`src/rtl/regfile_pkg.sv`:
```
// Shared types and defaults for the parametrised datapath register file.
// Holds the sequencer state encoding and the depth helper.
package regfile_pkg;

    typedef enum logic {
        CLEAR = 1'b0,
        RUN   = 1'b1
    } state_t;

    localparam int DEF_DWIDTH = 16;
    localparam int DEF_AWIDTH = 3;

    function automatic int regfile_depth(input int aw);
        return 1 << aw;
    endfunction

endpackage

```
`src/rtl/regfile_clear_seq.sv`:
```
// Post-reset clear sequencer: walks every entry once, then raises Ready.
// Latency: DEPTH cycles after Reset deasserts; no backpressure, always advances.
module regfile_clear_seq
    import regfile_pkg::*;
#(
    parameter int DWIDTH = DEF_DWIDTH,
    parameter int AWIDTH = DEF_AWIDTH,
    parameter logic [DWIDTH-1:0] CLR_VALUE = '0
) (
    input  logic              clk_i,
    input  logic              rst_i,
    output logic              clr_we_o,
    output logic [AWIDTH-1:0] clr_addr_o,
    output logic [DWIDTH-1:0] clr_data_o,
    output logic              run_o,
    output logic              ready_o
);

    localparam int DEPTH = regfile_depth(AWIDTH);
    localparam int PTR_W = AWIDTH + 1;
    localparam logic [PTR_W-1:0] LAST_PTR = PTR_W'(DEPTH - 1);

    state_t           state_q;
    logic [PTR_W-1:0] ptr_q;
    logic             ready_q;

    always_ff @(posedge clk_i) begin
        if (rst_i) begin
            state_q <= CLEAR;
            ptr_q   <= '0;
            ready_q <= 1'b0;
        end else begin
            case (state_q)
                CLEAR: begin
                    if (ptr_q == LAST_PTR) begin
                        state_q <= RUN;
                        ready_q <= 1'b1;
                    end else begin
                        ptr_q <= ptr_q + PTR_W'(1);
                    end
                end
                default: begin
                    state_q <= RUN;
                    ready_q <= 1'b1;
                end
            endcase
        end
    end

    // The reset cycle itself must leave the array untouched.
    assign clr_we_o   = (state_q == CLEAR) && !rst_i;
    assign clr_addr_o = ptr_q[AWIDTH-1:0];
    assign clr_data_o = CLR_VALUE;
    assign run_o      = (state_q == RUN);
    assign ready_o    = ready_q;

endmodule

```
`src/rtl/regfile_param.sv`:
```
// Parametrised 2-read/1-write register file, registered reads (latency 1) with ReadValid.
// Optional write-first bypass via REGFILE_WRITE_BYPASS_EN; reads/writes ignored until Ready.
module regfile_param
    import regfile_pkg::*;
#(
    parameter int DWIDTH = DEF_DWIDTH,
    parameter int AWIDTH = DEF_AWIDTH,
    parameter int ZERO_REG = 1,
    parameter logic [DWIDTH-1:0] CLR_VALUE = '0
) (
    input  logic              Clk,
    input  logic              Reset,
    input  logic              ReadEn,
    input  logic [AWIDTH-1:0] ReadRegister1,
    input  logic [AWIDTH-1:0] ReadRegister2,
    input  logic              RegWrite,
    input  logic [AWIDTH-1:0] WriteRegister,
    input  logic [DWIDTH-1:0] WriteData,
    output logic [DWIDTH-1:0] ReadData1,
    output logic [DWIDTH-1:0] ReadData2,
    output logic              ReadValid,
    output logic              Ready
);

    localparam int DEPTH = regfile_depth(AWIDTH);

    logic [DWIDTH-1:0] mem_q [DEPTH];
    logic [DWIDTH-1:0] rd1_q, rd2_q, rd1_d, rd2_d;
    logic              rvld_q;

    logic              clr_we;
    logic [AWIDTH-1:0] clr_addr;
    logic [DWIDTH-1:0] clr_data;
    logic              run;

    regfile_clear_seq #(
        .DWIDTH    (DWIDTH),
        .AWIDTH    (AWIDTH),
        .CLR_VALUE (CLR_VALUE)
    ) u_clear_seq (
        .clk_i      (Clk),
        .rst_i      (Reset),
        .clr_we_o   (clr_we),
        .clr_addr_o (clr_addr),
        .clr_data_o (clr_data),
        .run_o      (run),
        .ready_o    (Ready)
    );

    logic wr_zero, rd1_zero, rd2_zero, usr_we;

    assign wr_zero  = (ZERO_REG != 0) && (WriteRegister == '0);
    assign rd1_zero = (ZERO_REG != 0) && (ReadRegister1 == '0);
    assign rd2_zero = (ZERO_REG != 0) && (ReadRegister2 == '0);
    assign usr_we   = run && RegWrite && !wr_zero;

    always_ff @(posedge Clk) begin
        if (!Reset) begin
            if (clr_we) begin
                mem_q[clr_addr] <= clr_data;
            end else if (usr_we) begin
                mem_q[WriteRegister] <= WriteData;
            end
        end
    end

    always_comb begin
        rd1_d = mem_q[ReadRegister1];
        rd2_d = mem_q[ReadRegister2];
`ifdef REGFILE_WRITE_BYPASS_EN
        if (RegWrite && (WriteRegister == ReadRegister1)) rd1_d = WriteData;
        if (RegWrite && (WriteRegister == ReadRegister2)) rd2_d = WriteData;
`endif
        // Hardwired zero wins over both the array and the bypass.
        if (rd1_zero) rd1_d = '0;
        if (rd2_zero) rd2_d = '0;
    end

    always_ff @(posedge Clk) begin
        if (Reset) begin
            rd1_q  <= '0;
            rd2_q  <= '0;
            rvld_q <= 1'b0;
        end else if (run && ReadEn) begin
            rd1_q  <= rd1_d;
            rd2_q  <= rd2_d;
            rvld_q <= 1'b1;
        end else begin
            rvld_q <= 1'b0;
        end
    end

    assign ReadData1 = rd1_q;
    assign ReadData2 = rd2_q;
    assign ReadValid = rvld_q;

endmodule

```
`config.mk`:
```
export PLATFORM = sky130hd
export DESIGN_NAME = regfile_param
export DESIGN_NICKNAME = d
export VERILOG_FILES = /design/src/rtl/regfile_pkg.sv /design/src/rtl/regfile_clear_seq.sv /design/src/rtl/regfile_param.sv
export SDC_FILE = /design/constraint.sdc
export NUM_CORES = 1
export LEC_CHECK = 0
export BUFFER_PORTS_ARGS = -buffer_cell sky130_fd_sc_hd__buf_2
export CAP_MARGIN = 20
export CORE_ASPECT_RATIO = 1.25
export CORE_MARGIN = 2
export CORE_UTILIZATION = 59
export CTS_CLUSTER_SIZE = 8
export DETAILED_ROUTE_END_ITERATION = 10
export PLACE_DENSITY = 0.79
export SYNTH_ARGS = -nofsm -noshare
export SYNTH_HDL_FRONTEND = slang
export SYNTH_SLANG_ARGS = --single-unit
export TNS_END_PERCENT = 20
```
`constraint.sdc`:
```
create_clock -name Clk -period 4 [get_ports Clk]
set_clock_uncertainty 0.15 [all_clocks]
set_input_delay 0.2 -clock Clk [delete_from_list [all_inputs] [get_ports Clk]]
set_output_delay 0.2 -clock Clk [all_outputs]
set_load 0.05 [all_outputs]
```
==> out/qor.txt, run 1 <==
fraction of registers with async set or reset after synthesis -> 0%
crit-path max FO -> 18
Initial Util -> 60.4%
Ys Warns -> 0
Worst Hold Class -> in2reg
worst-margin pin slew -> 1100 ps
CP Launch Point -> u_clear_seq.run_o$_SDFF_PP0_
Die W -> 102 microns
antenna violations before repair -> 0
Sink Count -> 151
sw frac -> 21.7%
fraction of layout cells with a size suffix above 1 -> 23.3%
Post-synth EDFFs -> 112
PwrDens -> 437 mW/mm^2
hold_ws -> 61.1 ps
Area growth syn-to-layout -> 14.1%
Gate power share -> 6.2%
count of final hold-check violations -> 0
CTS root buffer -> clkbuf_16
Hold Crit Start -> WriteData[15]
DR WL met3 -> 1430 microns
vias in the first global route -> 4,876
Die Area -> 0.0128 sq mm
fin crit period -> 2300 ps
Final Cycle Share -> 57.5%
Max Cap Viol -> 0
worst endpoint required time -> 4070 ps
Synth Cell Area -> 0.00701 sq mm
Post-CTS Setup Inserts -> 0
DRT antenna net count -> 0
static leakage -> 3.13 nW
# diodes -> 0
overall power -> 0.00349 W
Pre-Repair DR Iteration Count -> 5
worst skew pair latency -> 410 ps
Post-CTS Resized -> 0
final instance area -> 0.00800 sq mm
Net Switching -> 0.000760 W
crit path kind -> reg2reg
post-DR vias/cell -> 6.40
port bufs -> 62
Layout Nets -> 613
CTS buffer count -> 17
initial drt markers -> 366
Worst VDD drop -> 0.000283 V
setup TNS -> 0 ps
Slew HR -> 26.9%
CTS H-Tree Depth -> 4
Setup violations, final -> 0
max-slew violation count -> 0
Yosys cell types -> 44
Cell Rows -> 44
GP Congestion -> 0.813
RSZ-0062 raised after global routing -> false
Synth Area per Inst -> 13.2 sq um
ys flop type -> edfxtp_1
Top Metal Used -> met4
CTS Hold Bufs -> 0
status -> completed
Max Freq -> 435 MHz
Total GRT Usage -> 27.0%
CP startpoint kind -> flop
met1 WL -> 6340 microns
CP Capture Type -> flop
Final WS setup -> 1700 ps
Seq/Total Area, Yosys -> 59.1%
Gate Count Post-Synth -> 530
final wirelength -> 16,900 microns
Boundary Pins -> 63
Worst R2R Start -> u_clear_seq.run_o$_SDFF_PP0_
Critical Path AT -> 2370 ps
wire per inst -> 22.3 microns
Mapped Nets -> 560
remaining global-route overflow -> 0
Placed Instance Area -> 0.00740 sq mm
clock share of power -> 45.2%
via count -> 4,843
Post-route DRC -> 0
clock-pin slew on the worst setup and hold paths -> 60 ps
FF+latch count, synth -> 151
internal power -> 0.00274 W
CTS Buffer Depth -> 2
first-pass GRT wire length -> 25,700 microns
core area -> 0.0116 sq mm
Die Height -> 126 microns
TritonCTS clock tree -> done
post-DP HPWL -> 10,100 microns
wire length on met2 -> 8680 microns
dpl ws -> 1350 ps
largest net degree at the start of global routing -> 54
Flop pwr share -> 48.6%
-- Yosys cell counts, types with 2 or more instances --
master      n  area [sq um]
a211o_1    17           149
a21o_1      3          22.5
a21oi_1    37           185
a311oi_1    8          70.1
a311oi_2   12           180
a31oi_1    12          75.1
and2_1     17           106
and3b_1     2          17.5
buf_1       2          7.51
buf_2      15          75.1
buf_4       8          60.1
buf_6       4          45.0
clkbuf_1   14          52.6
dfxtp_1    39           781
edfxtp_1  112          3360
inv_1       2          7.51
mux2_2     11           124
mux2i_1    85           851
nand2_1    20          75.1
nand2b_1    5          31.3
nand3_1     4          20.0
nand3b_1    2          15.0
nand4b_1    2          17.5
nor2_1     25          93.8
nor2b_1     2          12.5
o211ai_1    2          15.0
o21a_1      3          22.5
o21ai_0     8          40.0
o21bai_1   11          82.6
o22a_1     31           272
or3_1       2          12.5
-- layer usage --
layer | vias to the layer above | global-route usage [%]
met2 | 258 | 45.9
met5 | - | 0
met1 | 2365 | 32.8
li1 | 2173 | -
met3 | 47 | 6.33
met4 | 0 | 11.2
-- power by group through the flow --
stage	Sequential (W)	Clock [W]	Combinational [W]
after floorplan	0.00173	0	0.000150
after global placement	0.00173	0	0.000206
after global routing	0.00170	0.00166	0.000230
after detailed placement	0.00173	0	0.000211
after CTS	0.00170	0.00159	0.000213
final	0.00170	0.00158	0.000215
-- stage by stage --
stage          instances  utilization, %
2_1_floorplan        530               -
3_3_place_gp         724            63.7
3_5_place_dp         724            63.7
4_1_cts              756            68.7
5_1_grt              757            68.9
6_report             757            68.9
-- worst max-delay path: stages, from the launching register on --
cell      delay, ps
dfxtp_1         640
nand3b_1        280
nor2_1          400
buf_4           320
and2_1          300
-- layout by cell type (no fill, tap or decap), types with 2 or more instances in the layout --
| cell | Yosys | layout |
|---|---|---|
| edfxtp_1 | 112 | 112 |
| mux2i_1 | 85 | 85 |
| buf_2 | 15 | 62 |
| dfxtp_1 | 39 | 39 |
| a21oi_1 | 37 | 37 |
| o22a_1 | 31 | 31 |
| nor2_1 | 25 | 25 |
| nand2_1 | 20 | 20 |
| a211o_1 | 17 | 17 |
| clkbuf_16 | 0 | 17 |
| and2_1 | 17 | 16 |
| buf_4 | 8 | 14 |
| a31oi_1 | 12 | 12 |
| a311oi_2 | 12 | 12 |
| mux2_2 | 11 | 11 |
| o21bai_1 | 11 | 11 |
| a311oi_1 | 8 | 8 |
| o21ai_0 | 8 | 7 |
| clkinv_2 | 0 | 6 |
| nand2b_1 | 5 | 5 |
| clkinvlp_4 | 0 | 5 |
| nand3_1 | 4 | 4 |
| a21o_1 | 3 | 3 |
| o21a_1 | 3 | 3 |
| bufinv_16 | 0 | 3 |
| nand3b_1 | 2 | 2 |
| o211ai_1 | 2 | 2 |
| inv_1 | 2 | 2 |
| and3b_1 | 2 | 2 |
| nor2b_1 | 2 | 2 |
| nand4b_1 | 2 | 2 |
| nor3b_2 | 1 | 2 |
| or3_1 | 2 | 2 |
-- registers in the layout (all words and copies together), names as in the netlist --
name	cells
u_clear_seq.ready_o	1
u_clear_seq.ptr_q	4
ReadData1	16
ReadValid	1
mem_q	112
u_clear_seq.run_o	1
ReadData2	16
-- cell type report --
type                            instances  area, sq um
Clock buffer                           17          425
Clock inverter                         15          161
Tap cell                              161          201
Inverter                                2         7.51
Sequential cell                       151         4140
Timing Repair Buffer                   77          435
Fill cell                             811         3610
Multi-Input combinational cell        334         2630
-- kinds of logic (layout without fill, tap and decap cells) --
| logic type | count (synthesis) | after routing | share of synthesized area [%] |
|---|---|---|---|
| flip-flops | 151 | 151 | 59.1 |
| multiplexers | 97 | 97 | 14.2 |
| adder cells (fa/ha/maj) | 1 | 1 | 0.178 |
| buffers and inverters | 45 | 111 | 3.53 |
| AO/OA/AOI/OAI | 146 | 146 | 16.2 |
| AND/OR/NAND/NOR | 90 | 90 | 6.78 |
-- worst paths after layout --
kind,endpoint,slack [ps],cells past startpoint
worst min-delay path,mem_q[4][15]$_DFFE_PP_,60,2
worst min register to register,u_clear_seq.ready_o$_SDFFE_PP0N_,330,2
worst max-delay path,mem_q[3][6]$_DFFE_PP_,1700,4
worst max register to register,mem_q[3][6]$_DFFE_PP_,1700,4
Power figures use the tool's default switching activity.
==> inputs of run 2 (changes only) <==
--- a/config.mk
+++ b/config.mk
@@ -5,14 +5,15 @@
 export SDC_FILE = /design/constraint.sdc
 export NUM_CORES = 1
 export LEC_CHECK = 0
+export ABC_AREA = 1
 export BUFFER_PORTS_ARGS = -buffer_cell sky130_fd_sc_hd__buf_2
 export CAP_MARGIN = 20
 export CORE_ASPECT_RATIO = 1.25
 export CORE_MARGIN = 2
-export CORE_UTILIZATION = 59
+export CORE_UTILIZATION = 54
 export CTS_CLUSTER_SIZE = 8
 export DETAILED_ROUTE_END_ITERATION = 10
-export PLACE_DENSITY = 0.79
+export PLACE_DENSITY = 0.76
 export SYNTH_ARGS = -nofsm -noshare
 export SYNTH_HDL_FRONTEND = slang
 export SYNTH_SLANG_ARGS = --single-unit
==> constraint.sdc (replaced) <==
create_clock -name Clk -period 2 [get_ports Clk]
set_clock_uncertainty 0.15 [all_clocks]
set_input_delay 0.1 -clock Clk [delete_from_list [all_inputs] [get_ports Clk]]
set_output_delay 0.1 -clock Clk [all_outputs]
set_load 0.05 [all_outputs]
==> run 2 against run 1 <==
Net effect: clock power increased by 120%; critical path depth increased by 5; combinational power increased to 2.7 times the previous value; sequential share of layout area is 3.3 points lower; via count rose by 29%; power is 120% higher; die area grew 12%; critical path type unchanged; critical endpoint is now mem_q[2][5]$_DFFE_PP_; largest cell class unchanged.
==> out/qor.txt, run 2 <==
most common library cells after synthesis -> nand2_1, edfxtp_1, nand3_1
most frequent cell after synthesis -> nand2_1
CP startpoint kind -> flop
CTS buffer count -> 17
Die Height -> 133 microns
clock-pin slew on the worst setup and hold paths -> 60 ps
core area -> 0.0132 sq mm
largest net degree at the start of global routing -> 65
post-DR vias/cell -> 5.58
Yosys cell types -> 27
antenna violations before repair -> 0
Hold Crit Start -> WriteData[7]
overall power -> 0.00754 W
dpl ws -> 76.7 ps
reg-to-reg endpoint -> mem_q[2][5]$_DFFE_PP_
crit path kind -> reg2reg
Final Cycle Share -> 93.3%
status -> completed
wire per inst -> 17.6 microns
fin crit period -> 1870 ps
Area growth syn-to-layout -> 18.2%
Max Freq -> 536 MHz
Synth top area share -> 46.5%
Storage cell area -> 0.00414 sq mm
Die Area -> 0.0143 sq mm
RSZ-0062 raised after global routing -> true
GP Congestion -> 0.874
count of final hold-check violations -> 0
Worst R2R Start -> u_clear_seq.run_o$_SDFF_PP0_
final wirelength -> 19,600 microns
Placed Instance Area -> 0.00778 sq mm
flop-to-flop setup slack -> 130 ps
static leakage -> 3.82 nW
Setup violations, final -> 0
vias in the first global route -> 5,851
CTS H-Tree Depth -> 4
max-slew violation count -> 0
hold endpoint -> mem_q[6][7]$_DFFE_PP_
CTS Buffer Depth -> 2
PwrDens -> 882 mW/mm^2
# diodes -> 0
Die W -> 108 microns
Worst VDD drop -> 0.000521 V
Largest register FFs -> 112
Largest Register -> mem_q
Gate Count Post-Synth -> 856
Worst Hold Class -> in2reg
ys flop type -> edfxtp_1
Hold Crit Depth -> 4
commonest non-fill, non-tap cells in the layout -> nand2_1, edfxtp_1, nand3_1
worst endpoint required time -> 1970 ps
Ys Warns -> 0
Synth Area per Inst -> 8.45 sq um
final instance area -> 0.00855 sq mm
port bufs -> 62
Sink Count -> 151
Final WS setup -> 133 ps
fraction of layout cells with a size suffix above 1 -> 15.3%
multi-input logic area -> 0.00247 sq mm
Max Cap Viol -> 0
remaining global-route overflow -> 0
FF+latch count, synth -> 151
FILL cells -> 1,084
Initial Util -> 54.9%
Post-route DRC -> 0
post-DP HPWL -> 12,500 microns
Mapped Nets -> 886
Boundary Pins -> 63
worst skew pair latency -> 420 ps
Seq/Total Area, Yosys -> 57.3%
Total GRT Usage -> 28.5%
Slew HR -> 63.6%
first-pass GRT wire length -> 31,000 microns
worst-margin pin slew -> 545 ps
crit-path max FO -> 9
via count -> 6,225
initial drt markers -> 774
CTS root buffer -> clkbuf_16
CP Capture Type -> flop
fin cells -> 1,116
Synth Cell Area -> 0.00724 sq mm
Cell Rows -> 47
commonest non-fill, non-tap cell in the layout -> nand2_1
Critical Path AT -> 1840 ps
TritonCTS clock tree -> done
post-synth top area cell -> edfxtp_1
Post-Place Cells -> 1,073
Post-CTS Setup Inserts -> 0
DRT antenna net count -> 0
Post-synth EDFFs -> 112
Layout Nets -> 962
fraction of registers with async set or reset after synthesis -> 0%
Area contributors post-synth -> edfxtp_1, nand2_1, dfxtp_1, nand3_1, inv_1
Pre-Repair DR Iteration Count -> 5
path depth of the worst reg2reg path -> 9
## run 2: repair_timing
action	CTS	global route
gates resized for setup	0	4
hold buffers	11	0
hold endpoints to repair	80	0
setup endpoints to repair	0	112
## run 2: kinds of logic after synthesis
logic type / count (synthesis) / share of synthesized area, %
simple gates: 447 / 25.5
flops: 151 / 57.3
buf+inv: 138 / 8.68
compound gates: 118 / 8.25
xor+xnor: 1 / 0.121
fa+ha+maj: 1 / 0.173
## run 2: layer usage
metal,global-route usage (%),up-vias,share of wire [%]
met5,0,-,0
met4,9.12,0,1.9
met3,6.51,36,11
met2,45.7,411,48
met1,38.5,2844,40
li1,-,2934,-
## run 2: through the flow
step                util [%]  setup TNS [ps]  hold slack [ps]
floorplan                  -          -25670             98.1
global placement        59.1               0              302
detailed placement      59.1               0              302
CTS                     64.8               0             1.29
global route            64.9           -69.4             23.4
finish                  64.9               0             5.78
## run 2: layout make-up
class	instances	area share (%)
clock buffers	17	4.97
clock inverters	15	2.62
inverters	89	3.95
multi-input cells	567	28.9
flip-flops and latches	151	48.4
well taps	171	2.50
repair buffers	106	8.63
## run 2: how the worst max path moves through the flow
| stage | start | to | slack, ps |
|---|---|---|---|
| final | u_clear_seq.run_o$_SDFF_PP0_ | mem_q[2][5]$_DFFE_PP_ | 130 |
| after global routing | u_clear_seq.run_o$_SDFF_PP0_ | mem_q[2][13]$_DFFE_PP_ | -10 |
| after CTS | u_clear_seq.run_o$_SDFF_PP0_ | mem_q[3][14]$_DFFE_PP_ | 70 |
| after detailed placement | u_clear_seq.run_o$_SDFF_PP0_ | mem_q[1][11]$_DFFE_PP_ | 80 |
| after global placement | u_clear_seq.run_o$_SDFF_PP0_ | mem_q[5][10]$_DFFE_PP_ | 170 |
| after floorplan | u_clear_seq.run_o$_SDFF_PP0_ | mem_q[4][0]$_DFFE_PP_ | -240 |
## run 2: critical path: stages (launching register included)
cell	delay (ps)
dfxtp_1	330
nand2_1	60
nor2_2	150
nand2_2	140
nand2_1	100
o21ai_2	90
inv_1	80
nand2_1	90
nor2_1	160
buf_4	220
## run 2: report_power, final
| group | switching, W | internal, W |
|---|---|---|
| clock | 0.00129 | 0.00222 |
| sequential | 0.0000403 | 0.00341 |
| combinational | 0.000400 | 0.000185 |
| total | 0.00173 | 0.00581 |
